### config.mk
export PLATFORM = sky130hd
export DESIGN_NAME = ec_datapath
export DESIGN_NICKNAME = d
export VERILOG_FILES = /design/src/rtl/ec_pkg.sv /design/src/rtl/ec_ram.sv /design/src/rtl/ec_datapath.sv
export SDC_FILE = /design/constraint.sdc
export NUM_CORES = 1
export LEC_CHECK = 0
export ABC_AREA = 1
export BUFFER_PORTS_ARGS = -buffer_cell sky130_fd_sc_hd__buf_2
export CORE_ASPECT_RATIO = 2
export CORE_MARGIN = 4
export CORE_UTILIZATION = 60
export CTS_BUF_LIST = sky130_fd_sc_hd__clkbuf_4 sky130_fd_sc_hd__clkbuf_8
export CTS_CLUSTER_DIAMETER = 50
export DETAILED_ROUTE_END_ITERATION = 8
export PLACE_DENSITY = 0.75
export SYNTH_ARGS = -nofsm -noshare
export SYNTH_HDL_FRONTEND = slang
export SYNTH_HIERARCHICAL = 1
export SYNTH_SLANG_ARGS = --single-unit
### constraint.sdc
create_clock -name clock -period 3.2 [get_ports clock]
set_clock_uncertainty 0.1 [all_clocks]
set_input_delay 0.16 -clock clock [delete_from_list [all_inputs] [get_ports clock]]
set_output_delay 0.16 -clock clock [all_outputs]
set_load 0.03 [all_outputs]
### src/rtl/ec_pkg.sv
// rtl/ec_pkg.sv - shared widths, opcode and A-source encodings for the accumulator datapath
package ec_pkg;

  localparam int DATA_W_DEF = 8;
  localparam int ADDR_W_DEF = 5;
  localparam int OP_W_DEF   = 3;

  typedef enum logic [2:0] {
    OP_LOAD  = 3'b000,
    OP_STORE = 3'b001,
    OP_ADD   = 3'b010,
    OP_SUB   = 3'b011,
    OP_INPUT = 3'b100,
    OP_JZ    = 3'b101,
    OP_JPOS  = 3'b110,
    OP_HALT  = 3'b111
  } opcode_e;

  typedef enum logic [1:0] {
    ASEL_ALU  = 2'b00,
    ASEL_IN   = 2'b01,
    ASEL_MEM  = 2'b10,
    ASEL_ZERO = 2'b11
  } asel_e;

endpackage

### src/rtl/ec_ram.sv
// rtl/ec_ram.sv - single-port synchronous-read, read-first RAM with a priority program-load port
module ec_ram
  import ec_pkg::*;
#(
  parameter int DATA_W = DATA_W_DEF,
  parameter int ADDR_W = ADDR_W_DEF
) (
  input  logic              clock_i,
  input  logic              reset_i,
  input  logic [ADDR_W-1:0] addr_i,
  input  logic              wr_en_i,
  input  logic [DATA_W-1:0] wr_data_i,
  input  logic              prog_we_i,
  input  logic [ADDR_W-1:0] prog_addr_i,
  input  logic [DATA_W-1:0] prog_data_i,
  output logic [DATA_W-1:0] rd_data_o
);

  logic [DATA_W-1:0] mem_q [2**ADDR_W];
  logic [DATA_W-1:0] rd_data_q;

  // Read and write share an edge, so the read naturally returns the pre-write word.
  always_ff @(posedge clock_i) begin
    if (reset_i) begin
      rd_data_q <= '0;
    end else begin
      rd_data_q <= mem_q[addr_i];
    end
  end

  always_ff @(posedge clock_i) begin
    if (!reset_i) begin
      if (prog_we_i) begin
        mem_q[prog_addr_i] <= prog_data_i;
      end else if (wr_en_i) begin
        mem_q[addr_i] <= wr_data_i;
      end
    end
  end

  assign rd_data_o = rd_data_q;

endmodule

### src/rtl/ec_datapath.sv
// rtl/ec_datapath.sv - PC, IR, accumulator and add/sub ALU around ec_ram
// Optional signed-overflow flag output ovf enabled by EC_OVF_FLAG_EN.
module ec_datapath
  import ec_pkg::*;
#(
  parameter int DATA_W = DATA_W_DEF,
  parameter int ADDR_W = ADDR_W_DEF,
  parameter int OP_W   = OP_W_DEF
) (
  input  logic              clock,
  input  logic              reset,
  input  logic              IRload,
  input  logic              JMPmux,
  input  logic              PCload,
  input  logic              Meminst,
  input  logic              MemWr,
  input  logic              Aload,
  input  logic              Sub,
  input  logic [1:0]        Asel,
  input  logic [DATA_W-1:0] Input,
  input  logic              prog_we,
  input  logic [ADDR_W-1:0] prog_addr,
  input  logic [DATA_W-1:0] prog_data,
  output logic [OP_W-1:0]   IR,
  output logic              Aeq0,
  output logic              Apos,
`ifdef EC_OVF_FLAG_EN
  output logic              ovf,
`endif
  output logic [DATA_W-1:0] Aout,
  output logic [ADDR_W-1:0] PCout
);

  logic [ADDR_W-1:0] pc_q, pc_d, mem_addr;
  logic [DATA_W-1:0] ir_q, ir_d, a_q, a_d, rd_data, alu_res;

  ec_ram #(.DATA_W(DATA_W), .ADDR_W(ADDR_W)) u_ram (
    .clock_i     (clock),
    .reset_i     (reset),
    .addr_i      (mem_addr),
    .wr_en_i     (MemWr),
    .wr_data_i   (a_q),
    .prog_we_i   (prog_we),
    .prog_addr_i (prog_addr),
    .prog_data_i (prog_data),
    .rd_data_o   (rd_data)
  );

  always_comb begin
    mem_addr = Meminst ? ir_q[ADDR_W-1:0] : pc_q;
    alu_res  = Sub ? (a_q - rd_data) : (a_q + rd_data);

    pc_d = pc_q;
    if (PCload) begin
      pc_d = JMPmux ? ir_q[ADDR_W-1:0] : pc_q + ADDR_W'(1);
    end

    ir_d = IRload ? rd_data : ir_q;

    a_d = a_q;
    if (Aload) begin
      case (Asel)
        ASEL_ALU: a_d = alu_res;
        ASEL_IN:  a_d = Input;
        ASEL_MEM: a_d = rd_data;
        default:  a_d = '0;
      endcase
    end
  end

  always_ff @(posedge clock) begin
    if (reset) begin
      pc_q <= '0;
      ir_q <= '0;
      a_q  <= '0;
    end else begin
      pc_q <= pc_d;
      ir_q <= ir_d;
      a_q  <= a_d;
    end
  end

`ifdef EC_OVF_FLAG_EN
  logic ovf_q, ovf_d;

  // Add overflows on like-signed operands, subtract on unlike-signed; both flip the sign of A.
  always_comb begin
    ovf_d = ovf_q;
    if (Aload) begin
      ovf_d = (Asel == ASEL_ALU)
           && (Sub ? (a_q[DATA_W-1] != rd_data[DATA_W-1])
                   : (a_q[DATA_W-1] == rd_data[DATA_W-1]))
           && (alu_res[DATA_W-1] != a_q[DATA_W-1]);
    end
  end

  always_ff @(posedge clock) begin
    if (reset) begin
      ovf_q <= 1'b0;
    end else begin
      ovf_q <= ovf_d;
    end
  end

  assign ovf = ovf_q;
`endif

  assign IR    = ir_q[DATA_W-1 -: OP_W];
  assign Aeq0  = (a_q == '0);
  assign Apos  = !a_q[DATA_W-1] && (a_q != '0);
  assign Aout  = a_q;
  assign PCout = pc_q;

endmodule

# Word level (Yosys, flattened, before mapping)
# Memories as Yosys holds them, arrays and structs flattened. A register that Yosys moved wholly into a read port is not among the register bits.
# Cells that the tools add are included.
[op_classes]
n_addsub = 3
eq_ne = 2
n_mux = 14
reduce_logical = 6
[ops]
columns = ["cell", "n"]
rows = [
  ["8-bit one-hot mux with 3 select lines", 1],
  ["8-bit two-way mux", 2],
  ["5-bit two-way mux", 3],
  ["8-bit adder", 1],
  ["8-bit logical NOT", 1],
  ["1-bit two-way mux", 8],
  ["8-bit nonzero test", 1],
  ["8-bit OR reduction", 1],
  ["8-bit subtractor", 1],
  ["5-bit by 1-bit adder with 5-bit output (second input constant)", 1],
  ["2-bit by 1-bit equality test with 1-bit output (second input constant)", 1],
  ["2-bit equality test (second input constant)", 1],
  ["2-bit logical NOT", 1],
  ["1-bit logical AND", 1],
  ["1-bit logical NOT", 1],
]
[word_totals]
regBits = 21
ram_bits = 256
inputBits = 33
output_inout_bits = 18
memories = 1
[memory_table]
columns = ["memory", "depth", "word_bits", "rd", "rd_ports_with_merged_regs", "write_ports", "line_no", "rtl"]
rows = [
  ["u_ram.mem_q", 32, 8, 1, 1, 1, "ec_ram.sv:19", "logic [DATA_W-1:0] mem_q [2**ADDR_W];"],
]

# Longest topological paths before layout
# Gate-level depths: netlist of run 1.
[depth]
depth_word = 6
ltp_mapped = 18
depth_no_buf = 18

# Modules after synthesis
# The synthesis of run 1 kept the hierarchy.
[by_module_without_submodules]
columns = ["module", "instances", "cells_each", "area_per_inst_um2"]
rows = [
  ["ec_ram", 1, 959, 10918.0],
  ["ec_datapath", 1, 256, 1610.3],
]

# Least setup slack after synthesis of run 1
# Ideal clock, no wire load.
[synth_timing]
kind = "reg-to-reg"
from = "register pc_q[0] (netlist: PCout[0])"
to = "memory u_ram/mem_q[13][0] (netlist bit) (enable)"
setup_time_ns = 0.370
arrival_time_ns = 2.023
required_ns = 2.730
setup_slack_ns = 0.707
path_stages_with_launch = 8
period_less_slack_ns = 2.493
cell_sequence = "dfxtp_1 inv_1 o21ai_0 buf_4 o21ai_1 inv_1 nand3_2 nor2_1"
[synth_between]
elab_chain_len = 2
[synth_rtl]
columns = ["item", "line_no", "rtl"]
rows = [
  ["start: declaration", "ec_datapath.sv:34", "logic [ADDR_W-1:0] pc_q, pc_d, mem_addr;"],
  ["start signal: assignment", "ec_datapath.sv:77", "pc_q <= pc_d;"],
  ["5-bit two-way mux", "ec_datapath.sv:50", "mem_addr = Meminst ? ir_q[ADDR_W-1:0] : pc_q;"],
  ["via mem_addr[0]", "ec_datapath.sv:34", ""],
  ["5-bit two-way mux (no source line)", "-", ""],
  ["end: declaration", "ec_ram.sv:19", ""],
]
# The timed path passes the listed nets, and every way through them passes these cells.

# Worst setup path in the final report of run 1
[layout_timing]
from = "register u_ram.rd_data_q[0] (netlist: u_ram/rd_data_o[0]) (read register of u_ram.mem_q)"
to = "register a_q[7] (netlist: Aout[7])"
[layout_between]
elab_chain_len = 3
word_cells_on_any_way = 4
[layout_rtl]
columns = ["item", "line_no", "rtl"]
rows = [
  ["start: declaration", "ec_ram.sv:20", "logic [DATA_W-1:0] rd_data_q;"],
  ["8-bit adder or 8-bit subtractor (tied branches)", "ec_datapath.sv:51", "alu_res = Sub ? (a_q - rd_data) : (a_q + rd_data);"],
  ["8-bit two-way mux *", "ec_datapath.sv:51", ""],
  ["8-bit one-hot mux with 3 select lines *", "ec_datapath.sv:62", "case (Asel)"],
  ["end signal: assignment", "ec_datapath.sv:75", "a_q <= '0;"],
  ["end signal: assignment", "ec_datapath.sv:79", "a_q <= a_d;"],
  ["end: declaration", "ec_datapath.sv:35", "logic [DATA_W-1:0] ir_q, ir_d, a_q, a_d, rd_data, alu_res;"],
]
# Mark *: on every way between the ends. The rest lies on a longest branch, timed or not.
# A chain may end at the register's enable or synchronous reset.

==> results of run 1 <==
-- final cells by class --
type                            instances  area (um2)  share of cell area [%]
Clock buffer                           47         591                    4.19
Clock inverter                         18         241                    1.71
Inverter                               60         228                    1.62
Multi-Input combinational cell        808        3770                    26.8
Sequential cell                       285        8270                    58.7
Tap cell                              266         333                    2.36
Timing Repair Buffer                   96         658                    4.67
-- final timing paths --
kind	start	end	slack, ps
max	u_ram/rd_data_o[0]	Aout[7]	140
min	Asel[0]	Aout[6]	50
max reg2reg	u_ram/rd_data_o[0]	Aout[7]	140
min reg2reg	Aout[0]	Aout[0]	400
-- placed cells by master (no fill, tap or decap), drive strengths merged, types with 15 or more instances in the layout --
master         n
a21oi         26
buf           81
clkbuf        47
dfxtp         29
dlygate4sd3   15
edfxtp       256
inv           59
nand2        387
nand3        187
nor2         108
o21ai         55
-- logic make-up (layout without fill, tap and decap cells) --
logic type,Yosys count,count (layout),share of synthesized area [%]
AO/OA/AOI/OAI,93,93,4.09
XOR/XNOR,6,6,0.419
adder cells (fa/ha/maj),10,10,1.06
buffers and inverters,122,221,4.57
flip-flops,285,285,66.0
multiplexers,8,8,0.719
AND/OR/NAND/NOR,691,691,23.1
-- metrics by stage --
stage | instances | utilization, % | total power, W | worst slack (ps)
detailed placement | 1497 | 63.7 | 0.00540 | 546
global placement | 1497 | 63.7 | 0.00538 | 606
finish | 1580 | 68.9 | 0.00840 | 144
floorplan | 1215 | - | 0.00503 | 707
CTS | 1577 | 68.5 | 0.00838 | 43.8
global route | 1580 | 68.9 | 0.00874 | -49.7
-- power breakdown --
| group | internal, W | switching, W | leakage (nW) |
|---|---|---|---|
| Sequential | 0.00414 | 0.0000458 | 2.55 |
| Combinational | 0.000367 | 0.000867 | 2.46 |
| Clock | 0.00171 | 0.00128 | 0.425 |
-- layer usage --
layer / up-vias / track usage (%) / routed length (um)
met5: - / 0 / 0
met4: 0 / 20.9 / 2750
met3: 163 / 3.80 / 1970
met2: 471 / 49.4 / 16800
met1: 4294 / 30.3 / 10800
li1: 4290 / - / -
-- sequential cells by signal, summed over array words and instances, names as in the netlist --
| name | count |
|---|---|
| ir_q | 8 |
| Aout | 8 |
| PCout | 5 |
| u_ram/mem_q | 256 |
| u_ram/rd_data_o | 8 |
-- timing repair --
action,in CTS,in global routing
hold buffers,15,0
buffers inserted,0,3
resized for setup,0,16
setup endpoints to repair,0,1
hold endpoints to repair,29,0
-- tightest hold or removal path: cells and delay by family --
| family | cells | cell delay [ps] |
|---|---|---|
| simple gates | 4 | 250 |
| buf+inv | 1 | 160 |
| compound gates | 1 | 60 |
==> impl_metrics.py, run 1 <==
metrics = {
    "yosys": {
        "synthDominantCellAreaShare_pct": 61.4,
        "post-synth-top-area-cell": "edfxtp_1",
        "avgSynthCellArea_um2": 10.3,
        "synth_flop_cell": "edfxtp_1",
        "ys_types": 40,
        "yosysSeqAreaShare_pct": 66.0,
        "dominant_cells_by_area_after_synthesis": "edfxtp_1 61%, nand2_1 12%, nand3_1 7.3%, dfxtp_1 4.6%, nor2_1 3.1%",
        "synth_common_cells": "386 x nand2_1, 256 x edfxtp_1, 182 x nand3_1",
        "syn-instance-count": 1215,
        "ys_async_sr_fraction_pct": 0,
        "synth.yosys.warnings": 6,
        "ys_seq_elements": 285,
        "synth_enable_flop_cells": 256,
        "post_synth_instance_area_um2": 12500,
        "post-synth-top-count-cell": "nand2_1",
        "mappedNetlistNets": 1258,
    },
    "grt": {
        "global_route_wire_length_before_repair_um": 48400,
        "grt_antenna_before_repair": 0,
        "via_count_of_the_first_global_routing_pass": 8824,
        "pin_count_of_the_biggest_net_entering_global_routing": 97,
        "grtUsageTotal_pct": 28.2,
        "grt-ovfl-total": 0,
    },
    "placement": {
        "dpl-instance-area_um2": 13000,
        "hpwlAfterDp_um": 20700,
        "buffer_ports.inserted": 50,
        "place_congestion": 0.945,
    },
    "floorplan": {
        "floorplan.die.width_um": 110,
        "placement_rows": 74,
        "start_util_pct": 61.2,
        "fp.dieArea_um2": 23400,
        "coreArea_um2": 20500,
        "number_of_top_level_design_ports": 51,
        "dieHeight_um": 212,
    },
    "timing": {
        "setup_tns_ps": 0,
        "slew_viol_final": 0,
        "tightest_slew_ps": 971,
        "final.min_clock_period_ps": 3060,
        "finalCritPeriodShare_pct": 95.5,
        "worst_hold_slack_ps": 50.3,
        "setup_viol": 0,
        "timing.fmax_mhz": 327,
        "slew_headroom_pct": 35.3,
        "timing.final.hold_violations": 0,
    },
    "setup_path": {
        "timing.critical_path.cells": "inv_2, ha_1, inv_1, nor2_4, a31oi_2, xor2_1, ha_1, nand2_2, inv_1, nand2_1, nand2_1, a21oi_2, nand3_1, nand3_1, nand2_1, nand2_1, dlygate4sd3_1, a21oi_1",
        "crit_family": "buffers and inverters",
        "rr_worst_depth": 18,
        "worst-path-buf-inv": 4,
        "timing.critical_path.to_type": "register",
        "worstSetupPathType": "register to register",
        "peak_fanout_along_the_critical_path": 4,
        "worst_path_required_time_ps": 3530,
        "startpoint_type": "register",
        "worst-path-stages": 18,
        "slowest_delay_ps": 540,
        "cp_common_cell": "nand2_1",
        "worstPathArrival_ps": 3380,
        "crit_path_top_delay_cell": "dlygate4sd3_1",
    },
    "worst_hold_path": {
        "hp_class": "input port to register",
        "min_delay_path_depth": 6,
    },
    "power": {
        "power-per-cell-area_nw_per_um2": 596,
        "power_leakage_nw": 5.44,
        "irDropWorstVdd_uv": 491,
    },
    "finish": {
        "fill_cells": 1546,
        "post-route-cell-area_um2": 14100,
        "antenna_cells": 0,
        "nNetsFinal": 1332,
        "share_of_layout_cells_above_drive_strength_1_pct": 14.4,
        "area_growth_pct": 12.5,
    },
    "drt": {
        "drt-initial-drc-count": 1047,
        "routedWlPerCell_um": 20.5,
        "route.detailed.drc": 0,
        "detail_route.wirelength_um": 32400,
        "dr.pass1.iters": 6,
        "detail-route-antenna-nets": 0,
        "post_drt_via_cell_ratio": 5.83,
        "vias_after_detailed_routing": 9218,
    },
    "outcome": {
        "outcome": "completed",
    },
    "clocking": {
        "worst_setup_hold_path_clk_slew_ps": 70,
        "tritoncts_num_sinks": 285,
        "cts-root-buf": "clkbuf_8",
        "insertion_delay_ps": 540,
        "ctsLongestPathBuffers": 3,
        "maximum_level_of_the_cts_h_tree": 2,
        "cts_made_buffers": 38,
        "cts_tree": "built",
    },
    "run": {
        "timing.max_cap.violations": 0,
    },
}
Power figures use the tool's default switching activity.
==> run 2: changes to the inputs <==
Settings changed: GPL_TIMING_DRIVEN set to 0, SYNTH_HIERARCHICAL 1 to not set.
==> impl_metrics.py, run 2 <==
metrics = {
    "yosys": {
        "synth_flop_cell": "edfxtp_1",
        "avgSynthCellArea_um2": 9.85,
        "synth_common_cells": "409 x nand2_1, 256 x edfxtp_1, 156 x inv_1",
        "yosysSeqAreaShare_pct": 64.5,
        "mappedNetlistNets": 1344,
        "post_synth_instance_area_um2": 12800,
        "ys_seq_elements": 285,
        "syn-instance-count": 1301,
        "post-synth-top-count-cell": "nand2_1",
        "synth_enable_flop_cells": 256,
        "synthDominantCellAreaShare_pct": 60.0,
        "synth.yosys.warnings": 0,
        "ys_types": 39,
        "dominant_cells_by_area_after_synthesis": "edfxtp_1 60%, nand2_1 12%, nand3_1 6.0%, inv_1 4.6%, dfxtp_1 4.5%",
        "ys_async_sr_fraction_pct": 0,
        "post-synth-top-area-cell": "edfxtp_1",
    },
    "clocking": {
        "maximum_level_of_the_cts_h_tree": 2,
        "cts-root-buf": "clkbuf_8",
        "cts_tree": "built",
        "ctsLongestPathBuffers": 3,
        "insertion_delay_ps": 540,
        "tritoncts_num_sinks": 285,
        "cts_made_buffers": 39,
        "worst_setup_hold_path_clk_slew_ps": 70,
    },
    "drt": {
        "vias_after_detailed_routing": 9471,
        "route.detailed.drc": 0,
        "dr.pass1.iters": 6,
        "routedWlPerCell_um": 20.3,
        "post_drt_via_cell_ratio": 5.57,
        "drt-initial-drc-count": 896,
        "detail_route.wirelength_um": 34500,
        "detail-route-antenna-nets": 0,
    },
    "placement": {
        "buffer_ports.inserted": 48,
        "hpwlAfterDp_um": 24900,
        "place_inst": 1621,
        "place_congestion": 1.01,
        "post-place-ws_ps": 168,
    },
    "timing": {
        "setup_slack_ps": 51.7,
        "tightest_slew_ps": 1060,
        "slew_headroom_pct": 29.4,
        "rsz0062_at_grt": "yes",
        "slew_viol_final": 0,
        "setup_tns_ps": 0,
        "timing.final.hold_violations": 0,
        "finalCritPeriodShare_pct": 98.4,
        "setup_viol": 0,
        "timing.fmax_mhz": 318,
        "final.min_clock_period_ps": 3150,
    },
    "setup_path": {
        "worst_path_required_time_ps": 3270,
        "setup.worst_path.end": "u_ram.mem_q[3][0]",
        "peak_fanout_along_the_critical_path": 10,
        "r2r_setup_slk_ps": 50,
        "worstPathArrival_ps": 3210,
        "critical_path.startpoint": "PCout[1]",
        "startpoint_type": "register",
        "timing.critical_path.to_type": "register",
        "reg2reg_to": "u_ram.mem_q[3][0]",
        "worstSetupPathType": "register to register",
        "rr_worst_depth": 6,
        "r2r-start": "PCout[1]",
    },
    "worst_hold_path": {
        "hp_class": "input port to register",
    },
    "finish": {
        "largest_register_ff_count": 256,
        "layout_commonest_cell": "nand2_1",
        "nNetsFinal": 1448,
        "layout.cells.most_common_list": "409 x nand2_1, 256 x edfxtp_1, 156 x inv_1, 153 x nand3_1, 80 x buf_2",
        "final-instance-count-excl-fill": 1700,
        "final_core_utilization_pct": 68.6,
        "share_of_layout_cells_above_drive_strength_1_pct": 12.5,
        "antenna_cells": 0,
        "registers.top_by_ff_count": "u_ram.mem_q",
        "area_growth_pct": 12.4,
    },
    "grt": {
        "grt_antenna_before_repair": 0,
        "pin_count_of_the_biggest_net_entering_global_routing": 33,
        "grt-ovfl-total": 0,
        "global_route_wire_length_before_repair_um": 52400,
        "via_count_of_the_first_global_routing_pass": 9626,
        "grtUsageTotal_pct": 29.2,
    },
    "floorplan": {
        "start_util_pct": 61.0,
        "placement_rows": 75,
        "fp.dieArea_um2": 23900,
        "coreArea_um2": 21000,
        "floorplan.die.width_um": 111,
        "dieHeight_um": 215,
        "number_of_top_level_design_ports": 51,
    },
    "outcome": {
        "outcome": "completed",
    },
    "power": {
        "irDropWorstVdd_uv": 442,
        "power_leakage_nw": 5.93,
        "power-per-cell-area_nw_per_um2": 566,
    },
    "run": {
        "timing.max_cap.violations": 0,
    },
}
-- run 2: cell count changes in the layout (fill, tap and decap cells not counted), moves of 10 or more --
cell	change
inv_1	+106
nor2_1	-34
a21oi_1	+31
buf_2	+30
nand3_1	-29
buf_4	-24
nand2_1	+24
clkbuf_1	+19
o211ai_1	+16
o21ai_1	-10
-- run 2: how the worst min path moves through the flow --
stage,startpoint,end,slack [ps],depth (start not counted)
3_5_place_dp,reset,PCout[2],360,2
6_report,prog_data[0],u_ram.mem_q[11][0],30,3
4_1_cts,prog_data[0],u_ram.mem_q[11][0],8,3
3_3_place_gp,reset,PCout[2],360,2
5_1_grt,prog_data[0],u_ram.mem_q[11][0],30,3
2_1_floorplan,reset,PCout[2],140,1
-- run 2: critical path, cell delays in order, from the launching register on --
cell and delay (ps):
dfxtp_1 400, inv_1 110, o21ai_2 520, o21ai_0 250, inv_1 120, nand3_1 480, nor2_1 790
-- run 2: cells by family (layout without fill, tap and decap cells) --
kind of cell               count (synthesis)  in the layout  share of synthesized area (%)
and+or+nand+nor                          644            644                           20.7
DFF                                      285            285                           64.5
buffers and inverters                    220            350                           7.04
AOI/OAI and AO/OA                        132            132                           6.02
adders and majority gates                 10             10                           1.03
xor gates and xnor gates                   6              6                          0.410
muxes                                      4              4                          0.351
-- run 2: power breakdown --
group | internal, W | switching (W)
clock network | 0.00147 | 0.00126
registers | 0.00414 | 0.0000452
logic | 0.000356 | 0.000881
total | 0.00597 | 0.00219
-- run 2: through the flow --
stage / total power (W) / hold WS, ps / area [um2]
final: 0.00816 / 26.2 / 14400
after global placement: 0.00543 / 355 / 13400
after global routing: 0.00847 / 27.8 / 14400
after detailed placement: 0.00546 / 362 / 13500
after CTS: 0.00819 / 8.37 / 14400
after floorplan: 0.00502 / 138 / 12800
-- run 2: what timing repair did --
action | in CTS | in global routing
hold buffers | 12 | 0
resized for setup | 0 | 3
buffers inserted | 0 | 0
hold endpoints to repair | 19 | 0
endpoints found under the setup margin | 0 | 39
-- run 2: cell type report --
class / count / area (um2)
multi-input cells: 796 / 3700
fillers: 1667 / 6610
plain buffers: 59 / 295
well taps: 269 / 337
inverters: 161 / 607
repair buffers: 63 / 435
flip-flops and latches: 285 / 8270
clock buffers: 57 / 697
clock inverters: 10 / 70.1
-- run 2: routing by layer --
| layer | GRT usage (%) | vias up | share of wire [%] |
|---|---|---|---|
| met5 | 0 | - | 0 |
| met3 | 4.17 | 165 | 5.5 |
| met4 | 24.4 | 0 | 9.5 |
| met1 | 28.5 | 4372 | 32 |
| li1 | - | 4525 | - |
| met2 | 53.0 | 409 | 53 |
==> run 3: changes to the inputs <==
Settings changed: ABC_AREA 1 to not set, CTS_CLUSTER_DIAMETER 50 to 40, SLEW_MARGIN set to 20.
==> impl_metrics.py, run 3 <==
metrics = {
    "drt": {
        "dr.pass1.iters": 8,
        "detail_route.wirelength_um": 27800,
        "post_drt_via_cell_ratio": 6.21,
        "routedWlPerCell_um": 24.8,
        "vias_after_detailed_routing": 6962,
        "drt-initial-drc-count": 638,
        "detail-route-antenna-nets": 0,
        "route.detailed.drc": 0,
    },
    "setup_path": {
        "startpoint_type": "register",
        "worstSetupPathType": "register to register",
        "r2r-start": "PCout[1]",
        "cp_common_cell": "buf_2",
        "reg2reg_to": "u_ram.rd_data_o[0]",
        "worstPathArrival_ps": 3340,
        "crit_path_top_delay_cell": "nor4_1",
        "rr_worst_depth": 7,
        "r2r_setup_slk_ps": 140,
        "timing.critical_path.cells": "mux2i_4, buf_2, buf_2, mux2i_1, o22ai_1, nor4_1, o21ai_1",
        "critical_path.startpoint": "PCout[1]",
        "worst_path_required_time_ps": 3480,
        "timing.critical_path.to_type": "register",
        "slowest_delay_ps": 800,
        "worst-path-stages": 7,
        "crit_family": "simple AND/OR/NAND/NOR gates",
        "setup.worst_path.end": "u_ram.rd_data_o[0]",
        "worst-path-buf-inv": 2,
        "peak_fanout_along_the_critical_path": 10,
    },
    "yosys": {
        "yosysSeqAreaShare_pct": 69.3,
        "ys_seq_elements": 285,
        "syn-instance-count": 745,
        "ys_async_sr_fraction_pct": 0,
        "post-synth-top-area-cell": "edfxtp_1",
        "synthDominantCellAreaShare_pct": 64.5,
        "synth.yosys.warnings": 0,
        "synth_enable_flop_cells": 256,
        "synth_flop_cell": "edfxtp_1",
        "mappedNetlistNets": 788,
        "post_synth_instance_area_um2": 11900,
        "synth_common_cells": "256 x edfxtp_1, 80 x mux2i_1, 75 x nor2_1",
        "dominant_cells_by_area_after_synthesis": "edfxtp_1 64%, mux2i_1 6.7%, mux4_2 4.9%, dfxtp_1 4.9%, nor2_1 2.4%",
        "post-synth-top-count-cell": "edfxtp_1",
        "avgSynthCellArea_um2": 16.0,
        "ys_types": 50,
    },
    "clocking": {
        "worst_setup_hold_path_clk_slew_ps": 70,
        "tritoncts_num_sinks": 285,
        "insertion_delay_ps": 540,
        "cts_made_buffers": 38,
        "ctsLongestPathBuffers": 3,
        "cts-root-buf": "clkbuf_8",
        "cts_tree": "built",
        "maximum_level_of_the_cts_h_tree": 2,
        "cts_setup_buffers": 0,
    },
    "grt": {
        "grt-ovfl-total": 0,
        "via_count_of_the_first_global_routing_pass": 7241,
        "grtUsageTotal_pct": 25.2,
        "pin_count_of_the_biggest_net_entering_global_routing": 33,
        "grt_antenna_before_repair": 0,
        "global_route_wire_length_before_repair_um": 41400,
    },
    "placement": {
        "buffer_ports.inserted": 44,
        "place_congestion": 0.980,
        "post-place-ws_ps": 117,
        "dpl-instance-area_um2": 12500,
        "hpwlAfterDp_um": 19400,
    },
    "timing": {
        "finalCritPeriodShare_pct": 95.7,
        "setup_slack_ps": 139,
        "timing.final.hold_violations": 0,
        "slew_viol_final": 0,
        "worst_hold_slack_ps": 55.2,
        "setup_tns_ps": 0,
        "setup_viol": 0,
        "slew_headroom_pct": 30.6,
        "timing.fmax_mhz": 327,
        "tightest_slew_ps": 1030,
        "rsz0062_at_grt": "no",
        "final.min_clock_period_ps": 3060,
    },
    "finish": {
        "area_growth_pct": 11.3,
        "largest_register_ff_count": 256,
        "post-route-cell-area_um2": 13300,
        "layout_commonest_cell": "edfxtp_1",
        "registers.top_by_ff_count": "u_ram.mem_q",
        "share_of_layout_cells_above_drive_strength_1_pct": 20.0,
        "layout.cells.most_common_list": "256 x edfxtp_1, 80 x mux2i_1, 75 x nor2_1, 52 x buf_2, 38 x clkbuf_8",
        "nNetsFinal": 881,
        "antenna_cells": 0,
    },
    "floorplan": {
        "fp.dieArea_um2": 22300,
        "coreArea_um2": 19500,
        "number_of_top_level_design_ports": 51,
        "dieHeight_um": 207,
        "placement_rows": 72,
        "floorplan.die.width_um": 108,
        "start_util_pct": 61.3,
    },
    "worst_hold_path": {
        "hp_class": "input port to register",
    },
    "power": {
        "power_leakage_nw": 4.85,
        "irDropWorstVdd_uv": 454,
        "power-per-cell-area_nw_per_um2": 572,
    },
    "run": {
        "timing.max_cap.violations": 0,
    },
    "outcome": {
        "outcome": "completed",
    },
}
## run 3: changes by cell type in the layout (fill, tap and decap cells not counted), sizes merged, moves of 10 or more
cell / change
o21ai: -30
a21oi: -32
nand3: -152
o22ai: +33
mux2i: +82
a22o: +12
xnor2: +10
mux4: +32
o211ai: -16
nand2: -380
inv: -145
buf: -28
## run 3: cells by family after synthesis
kind of cell,count (synthesis),share of synthesized area (%)
AO/OA/AOI/OAI,121,7.00
AND/OR/NAND/NOR,146,5.53
adder cells (fa/ha/maj),10,1.11
multiplexers,124,14.3
flip-flops,285,69.3
XOR/XNOR,11,0.808
buffers and inverters,48,1.94
## run 3: worst min path at each step
stage | from | slack [ps] | to | depth (start not counted)
3_5_place_dp | Input[6] | 370 | Aout[6] | 3
4_1_cts | Input[1] | 20 | Aout[1] | 5
2_1_floorplan | Input[7] | 250 | Aout[7] | 2
5_1_grt | Input[1] | 80 | Aout[1] | 5
6_report | Input[1] | 60 | Aout[1] | 5
3_3_place_gp | Input[6] | 350 | Aout[6] | 3
## run 3: repair_timing
action,in CTS,in global routing
setup endpoints to repair,0,2
hold buffers,9,0
hold endpoints to repair,10,0
gates resized for setup,0,2
## run 3: layer usage
metal  track usage, %  routed length (um)  vias up
li1                 -                   -     3111
met4             17.2                2040        0
met2             45.4               15200      299
met5                0                   0        -
met3             3.86                1400       92
met1             26.0                9180     3460
## run 3: cell type report
cell class,count,area [um2]
Buffer,33,175
Clock buffer,56,658
Clock inverter,8,42.5
Fill cell,1351,6190
Inverter,15,56.3
Multi-Input combinational cell,412,3440
Sequential cell,285,8270
Tap cell,259,324
Timing Repair Buffer,53,310
## run 3: metrics by stage
| stage | cells | utilization (%) | total power [W] |
|---|---|---|---|
| 2_1_floorplan | 745 | - | 0.00481 |
| 3_3_place_gp | 1048 | 64.1 | 0.00504 |
| 3_5_place_dp | 1048 | 64.1 | 0.00507 |
| 4_1_cts | 1121 | 68.1 | 0.00761 |
| 5_1_grt | 1121 | 68.2 | 0.00783 |
| 6_report | 1121 | 68.2 | 0.00759 |
## run 3: worst register-to-register path, cell delays in order, from the launching register on
cell and delay [ps]:
dfxtp_1 360, mux2i_4 360, buf_2 370, buf_2 370, mux2i_1 280, o22ai_1 140, nor4_1 800, o21ai_1 130
## run 3: power breakdown
group | total (W) | switching [W] | internal (W)
sequential | 0.00419 | 0.0000550 | 0.00413
combinational | 0.000823 | 0.000513 | 0.000310
clock | 0.00258 | 0.00126 | 0.00132
total | 0.00759 | 0.00183 | 0.00576
